[src/rtl/data_stack.sv]
// Register-based operand stack for the stack16 datapath: Tos/Nos feed the ALU directly,
// deeper entries spill into an array, and depth plus sticky overflow/underflow error are tracked.
module data_stack #(
   parameter int DEPTH = 16,
   parameter int DW    = 16
) (
   input  logic                       Clock,
   input  logic                       Reset_n,
   input  logic [2:0]                 Cmd,
   input  logic [DW-1:0]              Din,
   input  logic [DW-1:0]              Result,
   input  logic [2:0]                 AluFlags,
   output logic [DW-1:0]              Tos,
   output logic [DW-1:0]              Nos,
   output logic [$clog2(DEPTH+1)-1:0] Depth,
   output logic                       Empty,
   output logic                       Full,
   output logic [2:0]                 Flags,
   output logic                       Error
);

   localparam int DPW = $clog2(DEPTH+1);
   localparam int AW  = (DEPTH > 3) ? $clog2(DEPTH-2) : 1;
   localparam logic [DPW-1:0] DEPTH_D = DPW'(DEPTH);
   localparam logic [DPW-1:0] ONE     = DPW'(1);
   localparam logic [DPW-1:0] TWO     = DPW'(2);
   localparam logic [DPW-1:0] THREE   = DPW'(3);

   typedef enum logic [2:0] {
      CMD_NOP   = 3'b000,
      CMD_PUSH  = 3'b001,
      CMD_DROP  = 3'b010,
      CMD_BINOP = 3'b011,
      CMD_UNOP  = 3'b100,
      CMD_DUP   = 3'b101,
      CMD_SWAP  = 3'b110,
      CMD_OVER  = 3'b111
   } cmd_e;

   cmd_e           cmd;
   logic [DW-1:0]  spill [DEPTH-2];
   logic [AW-1:0]  wr_idx;
   logic [AW-1:0]  rd_idx;
   logic [DW-1:0]  arr_top;

   logic [DW-1:0]  next_tos;
   logic [DW-1:0]  next_nos;
   logic [DPW-1:0] next_depth;
   logic [2:0]     next_flags;
   logic           next_error;
   logic           spill_we;
   logic           do_push;
   logic [DW-1:0]  push_data;

   assign cmd    = cmd_e'(Cmd);
   assign wr_idx = AW'(Depth - TWO);
   assign rd_idx = AW'(Depth - THREE);
   // The array only holds live data once more than Tos and Nos are occupied.
   assign arr_top = (Depth > TWO) ? spill[rd_idx] : '0;

   always_comb begin
      next_tos   = Tos;
      next_nos   = Nos;
      next_depth = Depth;
      next_flags = Flags;
      next_error = Error;
      spill_we   = 1'b0;
      do_push    = 1'b0;
      push_data  = Din;
      unique case (cmd)
         CMD_NOP: ;
         CMD_PUSH: begin
            if (Depth < DEPTH_D) do_push = 1'b1;
            else                 next_error = 1'b1;
         end
         CMD_DUP: begin
            push_data = Tos;
            if (Depth >= ONE && Depth < DEPTH_D) do_push = 1'b1;
            else                                 next_error = 1'b1;
         end
         CMD_OVER: begin
            push_data = Nos;
            if (Depth >= TWO && Depth < DEPTH_D) do_push = 1'b1;
            else                                 next_error = 1'b1;
         end
         CMD_DROP: begin
            if (Depth >= ONE) begin
               next_tos   = Nos;
               next_nos   = arr_top;
               next_depth = Depth - ONE;
            end else begin
               next_error = 1'b1;
            end
         end
         CMD_BINOP: begin
            if (Depth >= TWO) begin
               next_tos   = Result;
               next_nos   = arr_top;
               next_depth = Depth - ONE;
               next_flags = AluFlags;
            end else begin
               next_error = 1'b1;
            end
         end
         CMD_UNOP: begin
            if (Depth >= ONE) begin
               next_tos   = Result;
               next_flags = AluFlags;
            end else begin
               next_error = 1'b1;
            end
         end
         CMD_SWAP: begin
            if (Depth >= TWO) begin
               next_tos = Nos;
               next_nos = Tos;
            end else begin
               next_error = 1'b1;
            end
         end
         default: ;
      endcase
      if (do_push) begin
         spill_we   = (Depth >= TWO);
         next_nos   = Tos;
         next_tos   = push_data;
         next_depth = Depth + ONE;
      end
      // Vacated registers read back as zero so Tos/Nos never expose stale data.
      if (next_depth < TWO)  next_nos = '0;
      if (next_depth == '0)  next_tos = '0;
   end

   always_ff @(posedge Clock or negedge Reset_n) begin
      if (!Reset_n) begin
         Tos   <= '0;
         Nos   <= '0;
         Depth <= '0;
         Flags <= '0;
         Error <= 1'b0;
      end else begin
         Tos   <= next_tos;
         Nos   <= next_nos;
         Depth <= next_depth;
         Flags <= next_flags;
         Error <= next_error;
      end
   end

   always_ff @(posedge Clock) begin
      if (spill_we) spill[wr_idx] <= Nos;
   end

   assign Empty = (Depth == '0);
   assign Full  = (Depth == DEPTH_D);

endmodule

[config.mk]
export PLATFORM = sky130hd
export DESIGN_NAME = data_stack
export DESIGN_NICKNAME = d
export VERILOG_FILES = /design/src/rtl/data_stack.sv
export SDC_FILE = /design/constraint.sdc
export NUM_CORES = 1
export LEC_CHECK = 0
export BUFFER_PORTS_ARGS = -buffer_cell sky130_fd_sc_hd__buf_2
export CAP_MARGIN = 20
export CORE_UTILIZATION = 50
export DETAILED_ROUTE_END_ITERATION = 6
export PLACE_DENSITY = 0.7
export SLEW_MARGIN = 30
export SYNTH_ARGS = -nofsm -noshare
export SYNTH_HDL_FRONTEND = slang
export SYNTH_SLANG_ARGS = --single-unit
[constraint.sdc]
create_clock -name Clock -period 4 [get_ports Clock]
set_clock_uncertainty 0.05 [all_clocks]
set_input_delay 1.2 -clock Clock [delete_from_list [all_inputs] [get_ports Clock]]
set_output_delay 1.2 -clock Clock [all_outputs]
set_load 0.02 [all_outputs]
==> Implementation_results.wiki, run 1 <==
{| class="wikitable"
! Metric !! Value
|-
| Number of stages on the worst hold path || 1
|-
| # port buffers || 82
|-
| Cell Area, Synth || 11600 µm²
|-
| Combinational fraction of design power || 41.1%
|-
| Number of endpoints failing setup at the final stage || 0
|-
| Sequential area share after synthesis || 67.0%
|-
| P_leak || 0.00478 µW
|-
| Worst rel slew slack || 48.7%
|-
| Final worst setup slack || 0.322 ns
|-
| Post-Synthesis Net Count || 688
|-
| Avg WL per Cell || 25.3 µm
|-
| Min Tclk post-route || 3.68 ns
|-
| Power density of the placed cells || 843 nW/µm²
|-
| Crit path cell chain || inv_1, ha_1, nor3b_4, a21oi_1, o21a_1, buf_4, or2_1, a221oi_1, a211oi_1
|-
| Die area || 23800 µm²
|-
| Commonest register cell after synthesis || sky130_fd_sc_hd__edfxtp_1
|-
| PostCTS Resize Cnt || 0
|-
| Clock network fraction of total power || 21.2%
|-
| Hold Fails Final Rpt || 0
|-
| Cell at the root of the clock tree || sky130_fd_sc_hd__clkbuf_16
|-
| Antenna violations before repair || 0
|-
| CP Launch Type || flop
|-
| Cell internal power dissipation || 7140 µW
|-
| Run status || finished clean
|-
| Library cell with the largest summed area after synthesis || sky130_fd_sc_hd__edfxtp_1
|-
| Number of warnings issued by yosys || 0
|-
| Max-slew violation total from the final report || 0
|-
| Cell depth of the worst setup path || 9
|-
| Number of inserted filler cells in the final layout || 1675
|-
| Area fraction of the dominant cell type after synthesis || 58.1%
|-
| Global-route wire length before repair || 41.4 mm
|-
| CTS Sinks || 265
|-
| Area of the core || 22600 µm²
|-
| Sequential share of power || 37.7%
|-
| Sw Share || 36.5%
|-
| End point of the most critical hold path || Flags[0]$_DFFE_PN0P_
|-
| H-tree depth || 1
|-
| Reg2reg end || Nos[12]$_DFFE_PN0P_
|-
| Largest delay share family, worst path || compound AO/OA/AOI/OAI gates
|-
| Critical Setup Path Class || reg -> reg
|-
| Die boundary height || 154 µm
|-
| Cell Count, Final, Fillers Out || 1055
|-
| Number of distinct standard cells referenced by the synthesized netlist || 53
|-
| Buffer count from post-CTS setup fixing || 0
|-
| Number of cells in the design after placement || 1006
|-
| Floorplan die width || 154 µm
|-
| Maximum clock frequency || 272 MHz
|-
| Via count of the first global-routing pass || 6666
|-
| Actual transition at the worst max-transition pin || 0.769 ns
|-
| CP endpoint kind || flop
|-
| Post-Route WL || 26.7 mm
|-
| Top area cells in the synthesized netlist || sky130_fd_sc_hd__edfxtp_1 (58%), sky130_fd_sc_hd__mux4_2 (12%), sky130_fd_sc_hd__dfrtp_1 (8.9%), sky130_fd_sc_hd__mux2i_1 (4.2%), sky130_fd_sc_hd__mux2_2 (1.8%)
|-
| Total cell area at the placement stage || 12500 µm²
|-
| Clock tree from TritonCTS || done
|-
| Net Sw Power || 4100 µW
|-
| Pin count of the biggest net entering global routing || 66
|-
| Number of hold buffers added after cts || 0
|-
| Mean instance size in the synthesized netlist || 18.1 µm²
|-
| Critical path data required time || 4.38 ns
|-
| Clock transition at the registers of the reported paths || 0.07 ns
|-
| Yosys reg bits || 265
|-
| Critical hold path startpoint || Flags[0]$_DFFE_PN0P_
|-
| Setup repair after global routing missed its margin || no
|-
| Final-layout worst hold slack || 0.454 ns
|-
| Register-to-Register Path Depth || 9
|-
| Critical-path top delay cell || sky130_fd_sc_hd__o21a_1
|-
| Area growth syn-to-layout || 15.1%
|-
| Final Net Count || 798
|-
| Fraction of registers with async set or reset after synthesis || 15.5%
|-
| Worst-path fanout max || 16
|-
| Row Count || 55
|-
| Setup slack, reg-to-reg || 0.32 ns
|-
| Post-route antenna net violation count || 0
|-
| Post-synth EDFFs || 224
|-
| Setup total negative slack || 0 ns
|-
| Detailed Routing Iterations Pass 1 || 5
|-
| Via density || 6.22
|-
| Ratio of cells with drive above 1 in the final layout || 35.5%
|-
| Finished Cell Area || 13300 µm²
|-
| Worst voltage drop across the vdd grid || 0.426 mV
|-
| DRC violation total after the first TritonRoute iteration || 615
|-
| # Max-Cap Violations || 0
|-
| ANT cells || 0
|-
| Number of buffers inserted during clock tree synthesis || 27
|-
| Remaining global-route overflow || 0
|-
| Data arrival time at the worst-slack endpoint || 4.06 ns
|-
| Synthesized instance count || 640
|-
| Detail Placement HPWL || 17.6 mm
|-
| Total via count in the routed design || 6561
|-
| Max Buffers Root-to-Sink || 3
|-
| Total track usage || 23.1%
|-
| Initial core utilization || 51.1%
|-
| Later-pin clock latency in the skew report || 0.53 ns
|-
| Worst slack at placement || 0.0999 ns
|-
| Tightest Hold Check Type || reg -> reg
|-
| Critical R2R Launch || Depth[1]$_DFF_PN0_
|-
| Worst path max stage delay || 0.62 ns
|-
| Combined buffer and inverter count along the critical path || 2
|-
| Residual DRC count || 0
|-
| Weighted congestion at the end of routability-driven global placement || 0.904
|-
| Number of I/O pins || 83
|-
| Period utilization || 92.0%
|}
==> final cells by class <==
| class | count | area [µm²] | share of cell area [%] |
|---|---|---|---|
| flip-flops and latches | 265 | 7760 | 58.2 |
| repair buffers | 122 | 763 | 5.73 |
| clock buffers | 32 | 694 | 5.21 |
| multi-input cells | 327 | 3590 | 26.9 |
| inverters | 7 | 26.3 | 0.197 |
| well taps | 285 | 357 | 2.68 |
| clock inverters | 17 | 140 | 1.05 |
==> layout by cell type, fill, tap and decap left out, types with 3 or more instances in the layout <==
cell type                   count
sky130_fd_sc_hd__a211oi_1      15
sky130_fd_sc_hd__a211oi_2       3
sky130_fd_sc_hd__a21oi_1       13
sky130_fd_sc_hd__a21oi_2       13
sky130_fd_sc_hd__a221oi_1      14
sky130_fd_sc_hd__a32oi_1       19
sky130_fd_sc_hd__buf_12         4
sky130_fd_sc_hd__buf_2         81
sky130_fd_sc_hd__buf_4         37
sky130_fd_sc_hd__clkbuf_1       5
sky130_fd_sc_hd__clkbuf_16     27
sky130_fd_sc_hd__clkinv_1       8
sky130_fd_sc_hd__clkinv_2       6
sky130_fd_sc_hd__dfrtp_1       40
sky130_fd_sc_hd__edfxtp_1     224
sky130_fd_sc_hd__ha_1           7
sky130_fd_sc_hd__inv_1          7
sky130_fd_sc_hd__mux2_2        19
sky130_fd_sc_hd__mux2i_1       49
sky130_fd_sc_hd__mux4_2        63
sky130_fd_sc_hd__nand2_1       10
sky130_fd_sc_hd__nand2b_1       5
sky130_fd_sc_hd__nand3_1       10
sky130_fd_sc_hd__nor2_1        32
sky130_fd_sc_hd__nor2b_1        5
sky130_fd_sc_hd__o211ai_1       3
sky130_fd_sc_hd__o21a_1         3
sky130_fd_sc_hd__o21ai_0        7
==> cell usage after synthesis (all sizes together), types with 2 or more instances <==
cell      n
ha        8
nor3      2
o211ai    3
o21ai     9
or3       2
nand2b    6
inv       7
a211oi   18
buf      26
and2      2
nand2    10
a21oi    26
mux2     19
nor2     32
a21o      2
and3      2
o21a      3
mux2i    49
a221oi   16
nand3    10
dfrtp    41
mux4     64
clkbuf   15
a32oi    19
edfxtp  224
nor3b     3
nor2b     5
xnor2     2
==> flip-flops by register name, indices dropped and copies added, names as in the netlist <==
signal	count
Depth	5
Nos	16
spill	224
Error	1
Tos	16
Flags	3
==> cell families after synthesis <==
group / share of synthesized area, %
xor gates and xnor gates: 0.227
muxes: 18.6
adders and majority gates: 0.865
and+or+nand+nor: 3.59
AOI/OAI and AO/OA: 7.48
buffers and inverters: 2.29
DFF: 67.0
==> how the worst max path moves through the flow <==
stage	start	to	slack (ns)
final	Depth[1]$_DFF_PN0_	Nos[12]$_DFFE_PN0P_	0.32
after detailed placement	Cmd[1]	Nos[9]$_DFFE_PN0P_	0.1
after global routing	Depth[1]$_DFF_PN0_	Nos[12]$_DFFE_PN0P_	0.07
after floorplan	Cmd[1]	spill[13][0]$_DFFE_PP_	0.06
after CTS	Depth[1]$_DFF_PN0_	Nos[9]$_DFFE_PN0P_	0.36
after global placement	Cmd[1]	Nos[9]$_DFFE_PN0P_	0.28
==> per-layer routing <==
layer  up-vias  GRT usage, %  part of all wire (%)
met5         -             0                     0
met4         0          4.52                   1.1
met3        24          2.96                   5.4
met2       249          37.0                    48
met1      3426          34.5                    46
li1       2862             -                     -
==> power groups by stage <==
stage                     Combinational, µW  Clock [µW]  Sequential (µW)
after CTS                              4630        2430             4240
after global routing                   4930        2540             4290
after floorplan                        2920           0             4380
after global placement                 4490           0             4240
after detailed placement               4600           0             4290
final                                  4610        2380             4240
==> through the flow <==
step                      util [%]  power, µW
after floorplan                  -       7300
after global placement        55.1       8740
after detailed placement      55.2       8890
after CTS                     58.8      11300
after global routing          58.9      11800
final                         58.9      11200
Power figures use the tool's default switching activity.
==> run 2, diff against run 1 <==
--- a/config.mk
+++ b/config.mk
@@ -9,7 +9,7 @@
 export CAP_MARGIN = 20
 export CORE_UTILIZATION = 50
 export DETAILED_ROUTE_END_ITERATION = 6
-export PLACE_DENSITY = 0.7
+export PLACE_DENSITY = 0.68
 export SLEW_MARGIN = 30
 export SYNTH_ARGS = -nofsm -noshare
 export SYNTH_HDL_FRONTEND = slang
==> run 2 against run 1 <==
Utilization fell by 0.077 points. First-iteration DRC count fell by 22%. Clock-buffer cell count rose by 7. Critical path depth fell by 1. Maximum frequency rose by 9.1%. Sequential share of layout area rose by 0.077 points. Register-to-register slack improved by 0.31 ns. Setup slack improved by 0.31 ns. Worst hold slack improved by 0.0014 ns.
==> Implementation_results.wiki, run 2 (synthesis results as in run 1) <==
{| class="wikitable"
! Metric !! Value
|-
| Min Tclk post-route || 3.37 ns
|-
| Max Used Layer || met4
|-
| Residual DRC count || 0
|-
| CP Launch Type || flop
|-
| Met3 routed WL || 1.87 mm
|-
| Register ranked first by flip-flop count || spill
|-
| Run status || finished clean
|-
| Power density of the placed cells || 839 nW/µm²
|-
| Worst-path fanout max || 17
|-
| Number of I/O pins || 83
|-
| Number of buffers inserted during clock tree synthesis || 27
|-
| Via count of the first global-routing pass || 6625
|-
| Number of hold buffers added after cts || 0
|-
| Registers with the most flip-flops || spill x224, Nos x16, Tos x16
|-
| Cell at the root of the clock tree || sky130_fd_sc_hd__clkbuf_16
|-
| DRC violation total after the first TritonRoute iteration || 479
|-
| # port buffers || 82
|-
| # Max-Cap Violations || 0
|-
| Hold Fails Final Rpt || 0
|-
| Maximum clock frequency || 297 MHz
|-
| CTS Sinks || 265
|-
| Critical path data required time || 4.16 ns
|-
| Final Net Count || 796
|-
| Met1 Routed Length || 11.7 mm
|-
| Via density || 6.11
|-
| Total via count in the routed design || 6436
|-
| Row Count || 55
|-
| Critical hold path startpoint || Flags[0]$_DFFE_PN0P_
|-
| Die area || 23800 µm²
|-
| Clock tree from TritonCTS || done
|-
| Die boundary height || 154 µm
|-
| PostCTS Resize Cnt || 0
|-
| Critical R2R Launch || Depth[1]$_DFF_PN0_
|-
| Critical Setup Path Class || reg -> reg
|-
| Area of the core || 22600 µm²
|-
| Area growth syn-to-layout || 15.0%
|-
| Avg WL per Cell || 24.5 µm
|-
| Final Power || 11200 µW
|-
| Later-pin clock latency in the skew report || 0.53 ns
|-
| Data arrival time at the worst-slack endpoint || 3.53 ns
|-
| Total track usage || 22.4%
|-
| H-tree depth || 1
|-
| Leading cell type in the layout, fill and taps excluded || sky130_fd_sc_hd__edfxtp_1
|-
| Detailed route wirelength on metal2 || 11.9 mm
|-
| Clock transition at the registers of the reported paths || 0.06 ns
|-
| Worst voltage drop across the vdd grid || 0.421 mV
|-
| Max FFs per register || 224
|-
| Post-route antenna net violation count || 0
|-
| CP endpoint kind || flop
|-
| Actual transition at the worst max-transition pin || 0.787 ns
|-
| Detail Placement HPWL || 17.4 mm
|-
| Max Buffers Root-to-Sink || 3
|-
| Final worst setup slack || 0.628 ns
|-
| Highest-count cells in the layout ignoring fill and taps || sky130_fd_sc_hd__edfxtp_1 (224), sky130_fd_sc_hd__buf_2 (81), sky130_fd_sc_hd__mux4_2 (63)
|-
| Floorplan die width || 154 µm
|-
| Final-layout worst hold slack || 0.455 ns
|-
| Period utilization || 84.3%
|-
| Max-slew violation total from the final report || 0
|-
| Tightest Hold Check Type || reg -> reg
|-
| Remaining global-route overflow || 0
|-
| P_leak || 0.00478 µW
|-
| Setup crit start || Depth[1]$_DFF_PN0_
|-
| Global-route wire length before repair || 40.2 mm
|-
| Setup repair after global routing missed its margin || no
|-
| Buffer count from post-CTS setup fixing || 0
|-
| Post-Route WL || 25.9 mm
|-
| Number of endpoints failing setup at the final stage || 0
|-
| Worst slack at placement || 0.398 ns
|-
| Worst rel slew slack || 47.5%
|-
| Setup total negative slack || 0 ns
|-
| Ratio of cells with drive above 1 in the final layout || 35.6%
|-
| Pin count of the biggest net entering global routing || 45
|-
| Weighted congestion at the end of routability-driven global placement || 0.909
|-
| Initial core utilization || 51.1%
|-
| Detailed Routing Iterations Pass 1 || 5
|-
| ANT cells || 0
|-
| Antenna violations before repair || 0
|}
run 2: area by class of cell:
type | count | area (µm²)
Clock inverter | 11 | 113
Inverter | 7 | 26.3
Clock buffer | 39 | 752
Multi-Input combinational cell | 327 | 3580
Tap cell | 285 | 357
Sequential cell | 265 | 7760
Timing Repair Buffer | 120 | 723
Fill cell | 1675 | 9330
run 2: metal layers:
metal,vias up,GRT usage [%]
li1,2852,-
met1,3274,32.9
met2,272,35.1
met3,38,4.20
met4,0,4.90
met5,-,0
run 2: metrics by stage:
stage | utilization [%] | area, µm² | instances
after floorplan | - | 11600 | 640
after global placement | 54.9 | 12400 | 1004
after detailed placement | 54.9 | 12400 | 1004
after CTS | 58.8 | 13300 | 1054
after global routing | 58.8 | 13300 | 1054
final | 58.8 | 13300 | 1054
run 2: worst max-delay path, cell delays in order (launching register included):
cell                      delay, ns
sky130_fd_sc_hd__dfrtp_1       0.49
sky130_fd_sc_hd__inv_1         0.21
sky130_fd_sc_hd__ha_1          0.30
sky130_fd_sc_hd__nor3b_4       0.20
sky130_fd_sc_hd__a21oi_1       0.34
sky130_fd_sc_hd__o21a_1        0.61
sky130_fd_sc_hd__nand3_1       0.35
sky130_fd_sc_hd__nor2_1        0.19
sky130_fd_sc_hd__buf_4         0.29
run 2: power by group:
group	leakage, µW	switching (µW)	internal, µW	total, µW
Clock	0.000428	1000	1440	2440
Combinational	0.00186	2460	1990	4460
Sequential	0.00249	539	3730	4270
Total	0.00478	4010	7160	11200
run 2: final timing paths:
check / slack, ns / cells after the start / end
worst max-delay path: 0.63 / 8 / spill[4][8]$_DFFE_PP_
worst min-delay path: 0.46 / 1 / Flags[0]$_DFFE_PN0P_
worst max register to register: 0.63 / 8 / spill[4][8]$_DFFE_PP_
worst min register to register: 0.46 / 1 / Flags[0]$_DFFE_PN0P_
max in group asynchronous: 2.91 / 1 / Depth[0]$_DFF_PN0_
min in group asynchronous: 0.59 / 1 / Depth[0]$_DFF_PN0_
==> run 3, diff against run 2 <==
==> constraint.sdc (replaced) <==
create_clock -name Clock -period 3.4 [get_ports Clock]
set_clock_uncertainty 0.05 [all_clocks]
set_input_delay 1.02 -clock Clock [delete_from_list [all_inputs] [get_ports Clock]]
set_output_delay 1.02 -clock Clock [all_outputs]
set_load 0.02 [all_outputs]
==> run 3 against run 2 <==
Register-to-register slack lost 0.34 ns. Global-route usage grew 0.61 points. Worst hold slack lost 0.030 ns. Clock-buffer cell count shrank 11. First-iteration DRC count shrank 9.8%. Maximum frequency grew 8.3%. Cell area grew 1.8%. Wire length grew 3.3%. Critical endpoint is now Nos[4]$_DFFE_PN0P_. Highest routed layer unchanged.
==> Implementation_results.wiki, run 3 (synthesis results as in run 1) <==
{| class="wikitable"
! Metric !! Value
|-
| Highest-count cells in the layout ignoring fill and taps || sky130_fd_sc_hd__edfxtp_1 (224), sky130_fd_sc_hd__buf_2 (81), sky130_fd_sc_hd__mux4_2 (63)
|-
| Initial core utilization || 51.1%
|-
| Critical-path top delay cell || sky130_fd_sc_hd__dfrtp_1
|-
| Crit path cell chain || inv_1, ha_1, nor3b_4, a41oi_2, o21a_1, buf_4, or2_1, buf_4, a221oi_1, a211oi_1
|-
| DRC violation total after the first TritonRoute iteration || 432
|-
| Register cell area after layout || 7760 µm²
|-
| Max Used Layer || met4
|-
| Residual DRC count || 0
|-
| Worst rel slew slack || 53.1%
|-
| Met3 routed WL || 1.91 mm
|-
| Detailed route wirelength on metal2 || 12.7 mm
|-
| Max FFs per register || 224
|-
| # port buffers || 82
|-
| Number of I/O pins || 83
|-
| Period utilization || 91.6%
|-
| P_leak || 0.00490 µW
|-
| Data arrival time at the worst-slack endpoint || 3.46 ns
|-
| Total track usage || 23.0%
|-
| Via count of the first global-routing pass || 6534
|-
| Met1 Routed Length || 11.8 mm
|-
| Later-pin clock latency in the skew report || 0.53 ns
|-
| CP Launch Type || flop
|-
| Critical path data required time || 3.75 ns
|-
| Worst-path fanout max || 17
|-
| Actual transition at the worst max-transition pin || 0.702 ns
|-
| Setup repair after global routing missed its margin || no
|-
| Critical Setup Path Class || reg -> reg
|-
| CTS Sinks || 265
|-
| H-tree depth || 1
|-
| Most frequent cell on the critical path || sky130_fd_sc_hd__buf_4
|-
| Final Net Count || 812
|-
| Power density of the placed cells || 1000 nW/µm²
|-
| ANT cells || 0
|-
| Maximum clock frequency || 321 MHz
|-
| Total via count in the routed design || 6593
|-
| Reg2reg end || Nos[4]$_DFFE_PN0P_
|-
| Number of cells in the design after placement || 1020
|-
| Avg WL per Cell || 25.0 µm
|-
| Antenna violations before repair || 0
|-
| Weighted congestion at the end of routability-driven global placement || 0.959
|-
| Cell at the root of the clock tree || sky130_fd_sc_hd__clkbuf_16
|-
| Die area || 23800 µm²
|-
| Detail Placement HPWL || 18.0 mm
|-
| Number of inserted filler cells in the final layout || 1639
|-
| Clock tree from TritonCTS || done
|-
| Post-Route WL || 26.7 mm
|-
| Ratio of cells with drive above 1 in the final layout || 37.2%
|-
| Remaining global-route overflow || 0
|-
| Hold Fails Final Rpt || 0
|-
| Leading cell type in the layout, fill and taps excluded || sky130_fd_sc_hd__edfxtp_1
|-
| Footprint of the multi-input gates || 3610 µm²
|-
| Row Count || 55
|-
| Number of endpoints failing setup at the final stage || 0
|-
| Register-to-Register Path Depth || 10
|-
| CP endpoint kind || flop
|-
| Run status || finished clean
|-
| Worst path max stage delay || 0.44 ns
|-
| Post-route antenna net violation count || 0
|-
| Pin count of the biggest net entering global routing || 69
|-
| Worst voltage drop across the vdd grid || 0.448 mV
|-
| Clock transition at the registers of the reported paths || 0.06 ns
|-
| Die boundary height || 154 µm
|-
| Setup total negative slack || 0 ns
|-
| Critical R2R Launch || Depth[1]$_DFF_PN0_
|-
| Detailed Routing Iterations Pass 1 || 4
|-
| # Max-Cap Violations || 0
|-
| Number of buffers inserted during clock tree synthesis || 27
|-
| Register ranked first by flip-flop count || spill
|-
| Max Buffers Root-to-Sink || 3
|-
| Registers with the most flip-flops || spill x224, Nos x16, Tos x16
|-
| Setup slack, reg-to-reg || 0.29 ns
|-
| Area of the core || 22600 µm²
|-
| Max-slew violation total from the final report || 0
|-
| Area growth syn-to-layout || 17.1%
|-
| Via density || 6.17
|-
| Tightest Hold Check Type || in -> async
|-
| Cell Count, Final, Fillers Out || 1069
|-
| Floorplan die width || 154 µm
|-
| Min Tclk post-route || 3.11 ns
|-
| Global-route wire length before repair || 40.5 mm
|-
| Number of hold buffers added after cts || 0
|}
==> run 3: metrics by stage <==
| stage | setup slack, ns | utilization, % | total power [µW] | hold slack, ns | area [µm²] |
|---|---|---|---|---|---|
| final | 0.287 | 59.9 | 13600 | 0.425 | 13600 |
| after global routing | 0.0342 | 59.9 | 14200 | 0.462 | 13600 |
| after CTS | 0.0608 | 59.8 | 13600 | 0.458 | 13500 |
| after detailed placement | 0.0915 | 55.8 | 10600 | 0.443 | 12600 |
| after global placement | 0.102 | 55.7 | 10400 | 0.436 | 12600 |
| after floorplan | 0.0145 | - | 8610 | 0.551 | 11600 |
==> run 3: worst max-delay path by stage <==
stage / start / end / slack [ns] / cells after the start
3_5_place_dp: Depth[1]$_DFF_PN0_ / Nos[12]$_DFFE_PN0P_ / 0.09 / 8
2_1_floorplan: Depth[2]$_DFF_PN0_ / spill[1][0]$_DFFE_PP_ / 0.01 / 10
6_report: Depth[1]$_DFF_PN0_ / Nos[4]$_DFFE_PN0P_ / 0.29 / 10
5_1_grt: Depth[1]$_DFF_PN0_ / Nos[4]$_DFFE_PN0P_ / 0.03 / 10
3_3_place_gp: Depth[1]$_DFF_PN0_ / Nos[2]$_DFFE_PN0P_ / 0.10 / 8
4_1_cts: Depth[1]$_DFF_PN0_ / Nos[12]$_DFFE_PN0P_ / 0.06 / 8
==> run 3: what timing repair did <==
action                     in CTS  in global routing
setup endpoints to repair       0                 16
setup buffers                   0                  0
resized for setup               0                  1
==> run 3: cell type report <==
cell class                 instances  share of cell area [%]
sequential                       265                    57.2
multi-input combinational        327                    26.7
timing repair buffer             136                    6.50
clock buffer                      28                    5.01
tap                              285                    2.63
clock inverter                    21                    1.76
inverter                           7                   0.194
==> run 3: worst max-delay path, delay by kind of cell (launching register included) <==
| kind | cells | cell delay (ns) |
|---|---|---|
| simple gates | 2 | 0.67 |
| compound gates | 4 | 0.88 |
| buf+inv | 3 | 0.66 |
| flops | 1 | 0.44 |
| fa+ha+maj | 1 | 0.28 |
==> run 3: per-layer routing <==
| metal | track usage [%] | vias up |
|---|---|---|
| li1 | - | 2889 |
| met1 | 33.9 | 3396 |
| met2 | 36.6 | 283 |
| met3 | 4.00 | 25 |
| met4 | 4.14 | 0 |
| met5 | 0 | - |
==> run 3: power by group <==
part | switching, µW | leakage, µW | internal [µW]
Clock | 1220 | 0.000447 | 1830
Combinational | 3280 | 0.00196 | 2480
Sequential | 339 | 0.00249 | 4390
Total | 4850 | 0.00490 | 8710
